## config.mk

```make
export PLATFORM = sky130hd
export DESIGN_NAME = alu8_core_reg
export DESIGN_NICKNAME = d
export VERILOG_FILES = /design/src/rtl/alu_pkg.sv /design/src/rtl/alu8_comb.sv /design/src/rtl/alu8_core_reg.sv
export SDC_FILE = /design/constraint.sdc
export NUM_CORES = 1
export LEC_CHECK = 0
export ABC_AREA = 1
export CAP_MARGIN = 20
export CORE_MARGIN = 1
export CORE_UTILIZATION = 56
export DETAILED_ROUTE_END_ITERATION = 6
export GPL_ROUTABILITY_DRIVEN = 0
export PLACE_DENSITY = 0.93
export SYNTH_ARGS = -nofsm -noshare
export SYNTH_HDL_FRONTEND = slang
export SYNTH_SLANG_ARGS = --single-unit
```

## constraint.sdc

```tcl
create_clock -name clk -period 3 [get_ports clk]
set_clock_uncertainty 0.2 [all_clocks]
set_input_delay 0.3 -clock clk [delete_from_list [all_inputs] [get_ports clk]]
set_output_delay 0.3 -clock clk [all_outputs]
set_load 0.005 [all_outputs]
```

## src/rtl/alu_pkg.sv

```systemverilog
// Shared opcodes, width default and compare result constants for the registered 8-bit ALU.
// Compare signedness is selected at build time by ALU_SIGNED_CMP_EN (see alu8_comb).
package alu_pkg;

  localparam int WIDTH_DEFAULT = 8;

  localparam logic [3:0] OP_ADD  = 4'd0;
  localparam logic [3:0] OP_SUB  = 4'd1;
  localparam logic [3:0] OP_AND  = 4'd2;
  localparam logic [3:0] OP_OR   = 4'd3;
  localparam logic [3:0] OP_XOR  = 4'd4;
  localparam logic [3:0] OP_NOR  = 4'd5;
  localparam logic [3:0] OP_SHL  = 4'd6;
  localparam logic [3:0] OP_SHR  = 4'd7;
  localparam logic [3:0] OP_NAND = 4'd8;
  localparam logic [3:0] OP_XNOR = 4'd9;
  localparam logic [3:0] OP_LT   = 4'd10;
  localparam logic [3:0] OP_EQ   = 4'd11;
  localparam logic [3:0] OP_GT   = 4'd12;
  localparam logic [3:0] OP_NE   = 4'd13;
  localparam logic [3:0] OP_GE   = 4'd14;
  localparam logic [3:0] OP_LE   = 4'd15;

  localparam logic [7:0] TRUE_VAL  = 8'h01;
  localparam logic [7:0] FALSE_VAL = 8'h00;

endpackage

```

## src/rtl/alu8_comb.sv

```systemverilog
// Purely combinational result/flag generator; zero latency; no flow control.
// ALU_SIGNED_CMP_EN defined: LT/GT/GE/LE treat operands as two's complement.
module alu8_comb
  import alu_pkg::*;
#(
  parameter int WIDTH = WIDTH_DEFAULT
) (
  input  logic [WIDTH-1:0] a,
  input  logic [WIDTH-1:0] b,
  input  logic [3:0]       sel,
  output logic [WIDTH-1:0] result,
  output logic             carry,
  output logic             zero,
  output logic             overflow
);

  logic [WIDTH:0] sum;
  logic [WIDTH:0] diff;
  logic           lt;
  logic           gt;
  logic           eq;

  assign sum  = {1'b0, a} + {1'b0, b};
  assign diff = {1'b0, a} - {1'b0, b};
  assign eq   = (a == b);

`ifdef ALU_SIGNED_CMP_EN
  assign lt = ($signed(a) < $signed(b));
  assign gt = ($signed(a) > $signed(b));
`else
  assign lt = (a < b);
  assign gt = (a > b);
`endif

  always_comb begin
    result   = '0;
    carry    = 1'b0;
    overflow = 1'b0;
    case (sel)
      OP_ADD: begin
        result   = sum[WIDTH-1:0];
        carry    = sum[WIDTH];
        overflow = (a[WIDTH-1] == b[WIDTH-1]) && (sum[WIDTH-1] != a[WIDTH-1]);
      end
      OP_SUB: begin
        // Top bit of the widened difference is the unsigned borrow.
        result   = diff[WIDTH-1:0];
        carry    = diff[WIDTH];
        overflow = (a[WIDTH-1] != b[WIDTH-1]) && (diff[WIDTH-1] != a[WIDTH-1]);
      end
      OP_AND:  result = a & b;
      OP_OR:   result = a | b;
      OP_XOR:  result = a ^ b;
      OP_NOR:  result = ~(a | b);
      OP_SHL: begin
        result = {a[WIDTH-2:0], 1'b0};
        carry  = a[WIDTH-1];
      end
      OP_SHR: begin
        result = {1'b0, a[WIDTH-1:1]};
        carry  = a[0];
      end
      OP_NAND: result = ~(a & b);
      OP_XNOR: result = ~(a ^ b);
      OP_LT:   result = lt          ? WIDTH'(TRUE_VAL) : WIDTH'(FALSE_VAL);
      OP_EQ:   result = eq          ? WIDTH'(TRUE_VAL) : WIDTH'(FALSE_VAL);
      OP_GT:   result = gt          ? WIDTH'(TRUE_VAL) : WIDTH'(FALSE_VAL);
      OP_NE:   result = !eq         ? WIDTH'(TRUE_VAL) : WIDTH'(FALSE_VAL);
      OP_GE:   result = !lt         ? WIDTH'(TRUE_VAL) : WIDTH'(FALSE_VAL);
      OP_LE:   result = (lt || eq)  ? WIDTH'(TRUE_VAL) : WIDTH'(FALSE_VAL);
      default: begin
        result   = '0;
        carry    = 1'b0;
        overflow = 1'b0;
      end
    endcase
  end

  assign zero = (result == '0);

endmodule

```

## src/rtl/alu8_core_reg.sv

```systemverilog
// Registered 8-bit, 16-function ALU; build option ALU_SIGNED_CMP_EN selects signed compares.
// Latency 1 clock from in_valid to out_valid; no backpressure, outputs hold while in_valid=0.
module alu8_core_reg
  import alu_pkg::*;
#(
  parameter int WIDTH = WIDTH_DEFAULT
) (
  input  logic             clk,
  input  logic             rst,
  input  logic             in_valid,
  input  logic [WIDTH-1:0] A,
  input  logic [WIDTH-1:0] B,
  input  logic [3:0]       ALU_Sel,
  output logic [WIDTH-1:0] ALU_Out,
  output logic             CarryOut,
  output logic             Zero,
  output logic             Overflow,
  output logic             out_valid
);

  logic [WIDTH-1:0] core_result;
  logic             core_carry;
  logic             core_zero;
  logic             core_overflow;

  alu8_comb #(
    .WIDTH (WIDTH)
  ) u_comb (
    .a        (A),
    .b        (B),
    .sel      (ALU_Sel),
    .result   (core_result),
    .carry    (core_carry),
    .zero     (core_zero),
    .overflow (core_overflow)
  );

  // Reset wins over capture; results and flags only update on a valid strobe.
  always_ff @(posedge clk) begin
    if (rst) begin
      ALU_Out   <= '0;
      CarryOut  <= 1'b0;
      Zero      <= 1'b0;
      Overflow  <= 1'b0;
      out_valid <= 1'b0;
    end else begin
      out_valid <= in_valid;
      if (in_valid) begin
        ALU_Out  <= core_result;
        CarryOut <= core_carry;
        Zero     <= core_zero;
        Overflow <= core_overflow;
      end
    end
  end

endmodule

```

==> reports/results.ini <==
[sta]
period_share_pct = 91.68
clock.fmax_ghz = 0.3636
finalSetupTns_ps = 0
setup_viol = 0
slew_headroom_pct = 61.69
rsz0062_at_grt = false
whs_ps = 270.7
worst_pin_slew_ps = 572.5
timing.final.ws_setup_ps = 249.7
finalMaxSlewViolations = 0
period_minus_slack_ps = 2750
final_hold_viol_count = 0

[die]
die-area_um2 = 3987
placementRows = 21
die_h_um = 63.14
dieWidth_um = 63.14
coreArea_um2 = 3468
ios = 35
initial_core_util_pct = 60.35

[yosys]
synth.largest_area_cell = nand2_1
yosys-top-cells-count = nand2_1 (95), inv_1 (48), nand3_1 (41), nor2_1 (41), ha_1 (24)
synthXorXnorAreaFrac_pct = 1.674
synth_compound_area_share_pct = 16.08
ys_types = 32
synth_most_common_cell = nand2_1
synth_top_family_by_area = simple AND/OR/NAND/NOR gates
seq_area_frac_synth_pct = 11.48
synth_warnings = 0
yosys-top-cells-area = nand2_1 (17%), ha_1 (14%), dfxtp_1 (11%)
synthAdderAreaFrac_pct = 16.26
synth_nets = 417
synthFlopType = dfxtp_1
synthCells = 368
synth-simple-area-share_pct = 42.98
syn_area_um2 = 2093
synth_top_area_share_pct = 17.04
syn_avg_cell_area_um2 = 5.688
synthMuxAreaShare_pct = 0
async_reset_ff_share_pct = 0
synth_edf_count = 0
postSynthRegisterBits = 12

[cts]
path_clk_slew_ps = 50
post_cts_buffers = 0
clk_latency_ps = 240
cts_made_buffers = 3
cts_resized = 0
cts.sinks = 12
cts_htree_levels = 1
ctsRootBufferMaster = clkbuf_8
ctsLongestPathBuffers = 2
cts_tree = built
ctsHoldBuffers = 0

[power]
p_sw_uw = 275.4
swShare_pct = 39.66
clkPwrFrac_pct = 24.8
power_per_cell_area_nw_per_um2 = 273.5
leakagePower_uw = 0.001269
comb_power_share_pct = 49.9
vdd_drop_max_mv = 0.3077
p_int_uw = 419.0
seqPwrFrac_pct = 25.3
power.total_uw = 694.4

[setup_path]
crit_required_ps = 2970
r2r_slack_ps = 2130
critPathArrivalTime_ps = 2720
critPathMaxFanout = 10
reg2reg_depth = 2
worstReg2RegEnd = ALU_Out[0]$_SDFFE_PP0P_
regToRegStartpoint = ALU_Out[0]$_SDFFE_PP0P_
crit_type = input port to flop
endpoint_kind = flop
start_kind = input port

[place]
dp_hpwl_um = 5325
preCtsSetupSlack_ps = 101.8
placed_area_um2 = 2484
io_buffer_count = 34

[run]
drv_cap = 0

[min_path]
hold-path-endpoint = Zero$_SDFFE_PP0P_
hp-start = Zero$_SDFFE_PP0P_
hp-class = flop to flop
hold_depth = 2

[drt]
drc_errors = 0
drt-pass1-iter-count = 5
drt-initial-drc-count = 341
routedWlPerCell_um = 14.77
drt.antenna.violating_nets = 0
avgViaCountPerCell = 6.002
wl_um = 6646
vias = 2701

[finish]
fin_area_um2 = 2539
area_growth_pct = 21.28
diodes = 0
drive_gt1_share_pct = 7.673
nets = 454

[grt]
grt_pass1_vias = 2462
grt_first_pass_wirelength_um = 10980
antenna_found_initial = 0
grt_max_degree = 18
overflow = 0
grt_usage_pct = 34.46

[outcome]
status = completed

## final cells by class
cell class	instances	area (µm²)
inverter	58	219.0
multi-input combinational	294	1612
clock buffer	4	55.05
tap	46	57.56
timing repair buffer	36	355.3
fill	306	929.6
sequential	12	240.2
## how the worst max path moves through the flow
stage                                    to  start  slack, ps
after floorplan           Zero$_SDFFE_PP0P_   A[0]        910
after global placement    Zero$_SDFFE_PP0P_   A[2]        190
after detailed placement  Zero$_SDFFE_PP0P_   A[0]        100
after CTS                 Zero$_SDFFE_PP0P_   A[0]        340
after global routing      Zero$_SDFFE_PP0P_   A[6]        140
final                     Zero$_SDFFE_PP0P_   A[2]        250
## metrics by stage
stage	instances	utilization, %
global route	450	73.20
detailed placement	446	71.61
CTS	450	73.20
floorplan	368	-
global placement	446	71.61
finish	450	73.20
## power by group through the flow
stage               Sequential, µW  Clock [µW]  Combinational [µW]
floorplan                      179           0                 212
global placement               178           0                 324
detailed placement             179           0                 332
CTS                            176         175                 335
global route                   177         185                 378
finish                         176         172                 347
## critical path, cell delays in order
cell             delay (ps)
clkdlybuf4s50_1         550
inv_1                   110
ha_1                    510
inv_2                   120
nand2_1                 120
nand3_1                 130
nand2_1                 120
nand3_1                 100
nand3_1                 100
nand2_1                  70
nand2_1                  80
nand2_1                  60
nor2_1                  120
nand3_1                  90
a21oi_1                 140
## routing by layer
| metal | up-vias | wire length, µm | GRT usage (%) |
|---|---|---|---|
| met5 | - | 0 | 0 |
| met4 | 0 | 437 | 20.35 |
| met3 | 47 | 865 | 9.601 |
| met2 | 202 | 2829 | 54.30 |
| met1 | 1180 | 2513 | 41.33 |
| li1 | 1272 | - | - |
## layout by cell type (no fill, tap or decap), types with 12 or more instances in the layout
cell | Yosys | routed
ha_1 | 24 | 24
clkdlybuf4s50_1 | 0 | 34
nor2_1 | 41 | 41
o21ai_0 | 21 | 21
nand2_1 | 95 | 95
a21oi_1 | 19 | 19
inv_1 | 48 | 48
nand3_1 | 41 | 41
dfxtp_1 | 12 | 12
## flip-flops by register name, indices dropped and copies added (netlist names)
signal / flops
ALU_Out: 8
CarryOut: 1
Overflow: 1
Zero: 1
out_valid: 1
## kinds of logic after synthesis
| logic type | count (synthesis) |
|---|---|
| AO/OA/AOI/OAI | 59 |
| XOR/XNOR | 4 |
| adder cells (fa/ha/maj) | 26 |
| buffers and inverters | 62 |
| flip-flops | 12 |
| AND/OR/NAND/NOR | 205 |
(Power assumes the default switching activity.)
==> variant 1, RTL diff (same flow settings) <==
Set the package constant `WIDTH_DEFAULT` to 10 (it was 8).
--- a/src/rtl/alu_pkg.sv
+++ b/src/rtl/alu_pkg.sv
@@ -4,3 +4,3 @@
 
-  localparam int WIDTH_DEFAULT = 8;
+  localparam int WIDTH_DEFAULT = 10;
 
Ports: changed (resized A, ALU_Out and B); port bits go from 35 to 41. No check against the original RTL was run, so the function may have changed too.
==> variant 1 against the original RTL <==
The run now ends with DRC left; setup slack worse by 0.077 ns; synthesized cell count up 30%; first-iteration DRC count rose by 22%; sequential cell count is 2 higher; wire length rose by 28%; total power grew 15%; via count rose by 26%; area after synthesis rose by 24%; sequential share of layout area decreased by 0.58 points; cell area rose by 24%.
==> variant 1: results (changes against the original RTL) <==
Worst setup path
The data arrival time of the critical path is 2.80 ns (+0.08 ns). The critical path's largest stage delay came to 0.52 ns (-0.03 ns). The depth of the worst register-to-register path is 4 (+2).

The maximum fanout along the worst path is 4 (-6).

Detailed routing
The number of optimization iterations in the first detailed-route pass was 7 (+2). The wire length reported by the detailed router is 8.485 mm (+28%). The routed wirelength normalized by instance count came to 14.71 µm (-0.43%). The average via count per standard cell is 5.912 (-1.5%).

The DRC violation count after routing is 2 (+2).

Placed design
The number of input and output port buffers inserted came to 40 (+18%). The number of placed cells counting well taps is 574 (+29%). The total half-perimeter wirelength after legalization and detailed placement is 6.703 mm (+26%).

GRT
The number of global-route vias before repair is 3170 (+29%). The global-route wire length before repair is 13.90 mm (+27%). The overall global routing resource usage came to 0.3502 (+0.005595). The maximum number of pins on one net before global-route repair is 24 (+6).

Power and ir drop
The worst vdd rail ir drop is 0.2746 mV (-11%). The leakage power is 0.001674 µW (+32%).

Logic synthesis
After synthesis, the cell types taking the most area are nand2_1, ha_1, inv_1, dfxtp_1, nand3_1. The unique cell type count in the Yosys netlist is 29 (-9.4%). The gate count of the mapped netlist came to 477 (+30%).

Outcome
The run finished, with violations left. The final reports fail on DRC.

Layout
The share of layout cells above drive strength 1 is 0.06095 (-0.01578). The number of flip-flops in the largest register was 10 (+2).

Timing
The actual transition at the worst max-transition pin came to 0.6997 ns (+0.1272 ns).
## variant 1: routing by layer
metal  part of all wire  GRT usage  vias to the layer above
met3               0.13    0.08802                       47
met1               0.37     0.4198                     1487
met5                  0          0                        -
met4              0.048     0.1622                        0
met2               0.45     0.5844                      253
li1                   -          -                     1624
## variant 1: tightest hold or removal path, stage by stage, from the launching register on
cell and delay (ns):
dfxtp_1 0.31, nand2_1 0.06, a21oi_1 0.06
## variant 1: logic make-up after synthesis
logic type,synth area share
AND/OR/NAND/NOR,0.4456
buffers and inverters,0.1352
AO/OA/AOI/OAI,0.1381
adder cells (fa/ha/maj),0.1598
flip-flops,0.1078
XOR/XNOR,0.01347
## variant 1: worst paths after layout
kind | startpoint | endpoint | slack [ns]
worst max-delay path | A[0] | Zero | 0.17
worst min-delay path | CarryOut | CarryOut | 0.27
worst max register to register | ALU_Out[9] | ALU_Out[9] | 2.11
worst min register to register | CarryOut | CarryOut | 0.27
## variant 1: cell type report
cell class / instances / area, µm² / share of cell area
Multi-Input combinational cell: 374 / 1971 / 0.6245
Timing Repair Buffer: 52 / 490.5 / 0.1554
Inverter: 82 / 307.8 / 0.09754
Sequential cell: 14 / 280.3 / 0.08882
Tap cell: 52 / 65.06 / 0.02062
Clock buffer: 3 / 41.29 / 0.01308
## variant 1: power by group through the flow
stage | Combinational, µW | Sequential, µW | Clock (µW)
floorplan | 265 | 210 | 0
global placement | 411 | 209 | 0
detailed placement | 422 | 209 | 0
CTS | 424 | 205 | 152
global route | 482 | 206 | 161
finish | 439 | 205 | 151
## variant 1: metrics by stage
step	setup WS, ns	setup TNS (ns)
2_1_floorplan	0.9442	0
3_3_place_gp	0.05537	0
3_5_place_dp	-0.0008411	-0.0008411
4_1_cts	0.2538	0
5_1_grt	0.01724	0
6_report	0.1725	0
==> variant 2, RTL diff (same flow settings) <==
Made on the original files. Add an input register stage for `in_valid`, `A`, `B` and `ALU_Sel`, cleared by the reset; this delays them by one clock. Comments in the files are not updated.
--- a/src/rtl/alu8_core_reg.sv
+++ b/src/rtl/alu8_core_reg.sv
@@ -20,2 +20,21 @@
 
+  logic in_valid_q;
+  logic [WIDTH-1:0] A_q;
+  logic [WIDTH-1:0] B_q;
+  logic [3:0] ALU_Sel_q;
+
+  always_ff @(posedge clk) begin
+    if (rst) begin
+      in_valid_q <= '0;
+      A_q        <= '0;
+      B_q        <= '0;
+      ALU_Sel_q  <= '0;
+    end else begin
+      in_valid_q <= in_valid;
+      A_q        <= A;
+      B_q        <= B;
+      ALU_Sel_q  <= ALU_Sel;
+    end
+  end
+
   logic [WIDTH-1:0] core_result;
@@ -28,5 +47,5 @@
   ) u_comb (
-    .a        (A),
-    .b        (B),
-    .sel      (ALU_Sel),
+    .a        (A_q),
+    .b        (B_q),
+    .sel      (ALU_Sel_q),
     .result   (core_result),
@@ -46,4 +65,4 @@
     end else begin
-      out_valid <= in_valid;
-      if (in_valid) begin
+      out_valid <= in_valid_q;
+      if (in_valid_q) begin
         ALU_Out  <= core_result;
Function: changed (a bounded check fails within 4 cycles, from zero or initial values and one cycle with rst high).
==> variant 2 against the original RTL <==
Clock power rose by 99%; register-to-register slack got worse by 1.8 ns; sequential cell count rose by 21; wire length rose by 20%; combinational power rose by 3%; synthesized cell count rose by 20%; cell area rose by 25%; first-iteration DRC count rose by 72%; area after synthesis rose by 29%; setup slack improved by 0.049 ns; total power rose by 71%; sequential share of layout area rose by 11 points; highest routed layer unchanged.
==> variant 2: results (changes against the original RTL) <==
GRT
The maximum number of pins on one net before global-route repair is 22 (+4). The number of global-route vias before repair was 2951 (+20%). The overall global routing resource usage is 0.3291 (-0.01556).

Worst setup path
The data arrival time of the critical path is 2.69 ns (-0.03 ns). The maximum fanout along the worst path is 11 (+1).

Power and ir drop
The leakage power is 0.001593 µW (+26%). The worst vdd rail ir drop was 0.2457 mV (-20%).

Detailed routing
The via count came to 3123 (+16%). The first-iteration detailed-routing DRC count was 585 (+72%). The wire length reported by the detailed router is 7.959 mm (+20%).

Layout
The final net count is 524 (+15%). The share of layout cells above drive strength 1 came to 0.04421 (-0.03252). The filler cell count is 370 (+21%).

Clock network
The number of H-tree levels was 2 (+1). The clock latency reported for the late side of the worst-skew pair is 0.30 ns (+0.06 ns). The quantity of gates resized following cts is 0 (unchanged).

The clock transition at the registers of the reported paths is 0.07 ns (+0.02 ns). The number of clock buffers inserted by TritonCTS is 5 (+2).

Logic synthesis
The register area share after synthesis is 0.2442 (+0.1295). The unique cell type count in the Yosys netlist is 32 (unchanged). By area the synthesized netlist is led by dfxtp_1, nand2_1, ha_1, inv_1, nor2_1. The commonest cells after synthesis are nand2_1, inv_1, nor2_1, nand3_1, dfxtp_1.

Timing
The highest achievable clock rate was 370.2 MHz (+1.8%). The actual transition at the worst max-transition pin came to 0.6760 ns (+0.1035 ns).

Outcome
The flow ran to the end, and the final reports show no timing, DRC or antenna violations.
variant 2: cell count changes in the layout (fill, tap and decap cells not counted), sizes merged, moves of 2 or more:
cell | before | now
dfxtp | 12 | 33
nand3b | 1 | 6
nor2 | 46 | 75
a21o | 0 | 2
o211ai | 2 | 6
o22ai | 9 | 0
clkbuf | 4 | 7
o21ai | 24 | 19
nand3 | 41 | 48
xor2 | 4 | 2
inv | 57 | 77
variant 2: cell families after synthesis:
logic type,count (synthesis),synth area share
compound gates,49,0.1027
simple gates,245,0.3973
flops,33,0.2442
xor+xnor,2,0.006477
buf+inv,86,0.1235
fa+ha+maj,26,0.1258
variant 2: power by group:
group / total (µW) / switching [µW] / internal, µW
clock: 343 / 162 / 182
sequential: 487 / 24.2 / 463
combinational: 359 / 222 / 137
variant 2: worst max-delay path: stages (launching register included):
cell and delay (ns):
dfxtp_1 0.41, inv_1 0.07, ha_1 0.52, inv_1 0.19, nor3_1 0.20, nand2_1 0.09, nand2_1 0.17, nand3_1 0.09
nand2_1 0.14, inv_1 0.07, nand2_1 0.06, nand3_1 0.06, nand2_1 0.12, nand2_1 0.06, o211ai_1 0.09, inv_1 0.05
variant 2: cell type report:
| class | instances | share of cell area |
|---|---|---|
| multi-input combinational | 322 | 0.5393 |
| sequential | 33 | 0.2083 |
| timing repair buffer | 36 | 0.1120 |
| inverter | 77 | 0.09270 |
| clock buffer | 7 | 0.02722 |
| tap | 52 | 0.02051 |
variant 2: routing by layer:
layer / vias to the layer above / part of all wire / global-route usage
met2: 244 / 0.45 / 0.5312
met5: - / 0 / 0
met3: 61 / 0.11 / 0.06610
met4: 0 / 0.062 / 0.2288
met1: 1363 / 0.37 / 0.3944
li1: 1455 / - / -
variant 2: path summary, 6_finish.rpt:
check / endpoint / slack, ns / cells past startpoint / startpoint
hold reg to reg: CarryOut / 0.26 / 2 / CarryOut
setup reg to reg: ALU_Out[7] / 0.30 / 15 / A_q[2]
hold / removal: CarryOut / 0.26 / 2 / CarryOut
setup / recovery: ALU_Out[7] / 0.30 / 15 / A_q[2]
variant 2: through the flow:
stage               cell area [µm²]  hold slack (ns)  instances  worst slack (ns)
finish                         3172           0.2644        527            0.2985
global route                   3172           0.3055        527           0.08268
CTS                            3172           0.2666        527            0.4006
detailed placement             3085           0.2576        520            0.4258
global placement               3085           0.2581        520            0.4724
floorplan                      2705           0.2070        441            0.8511
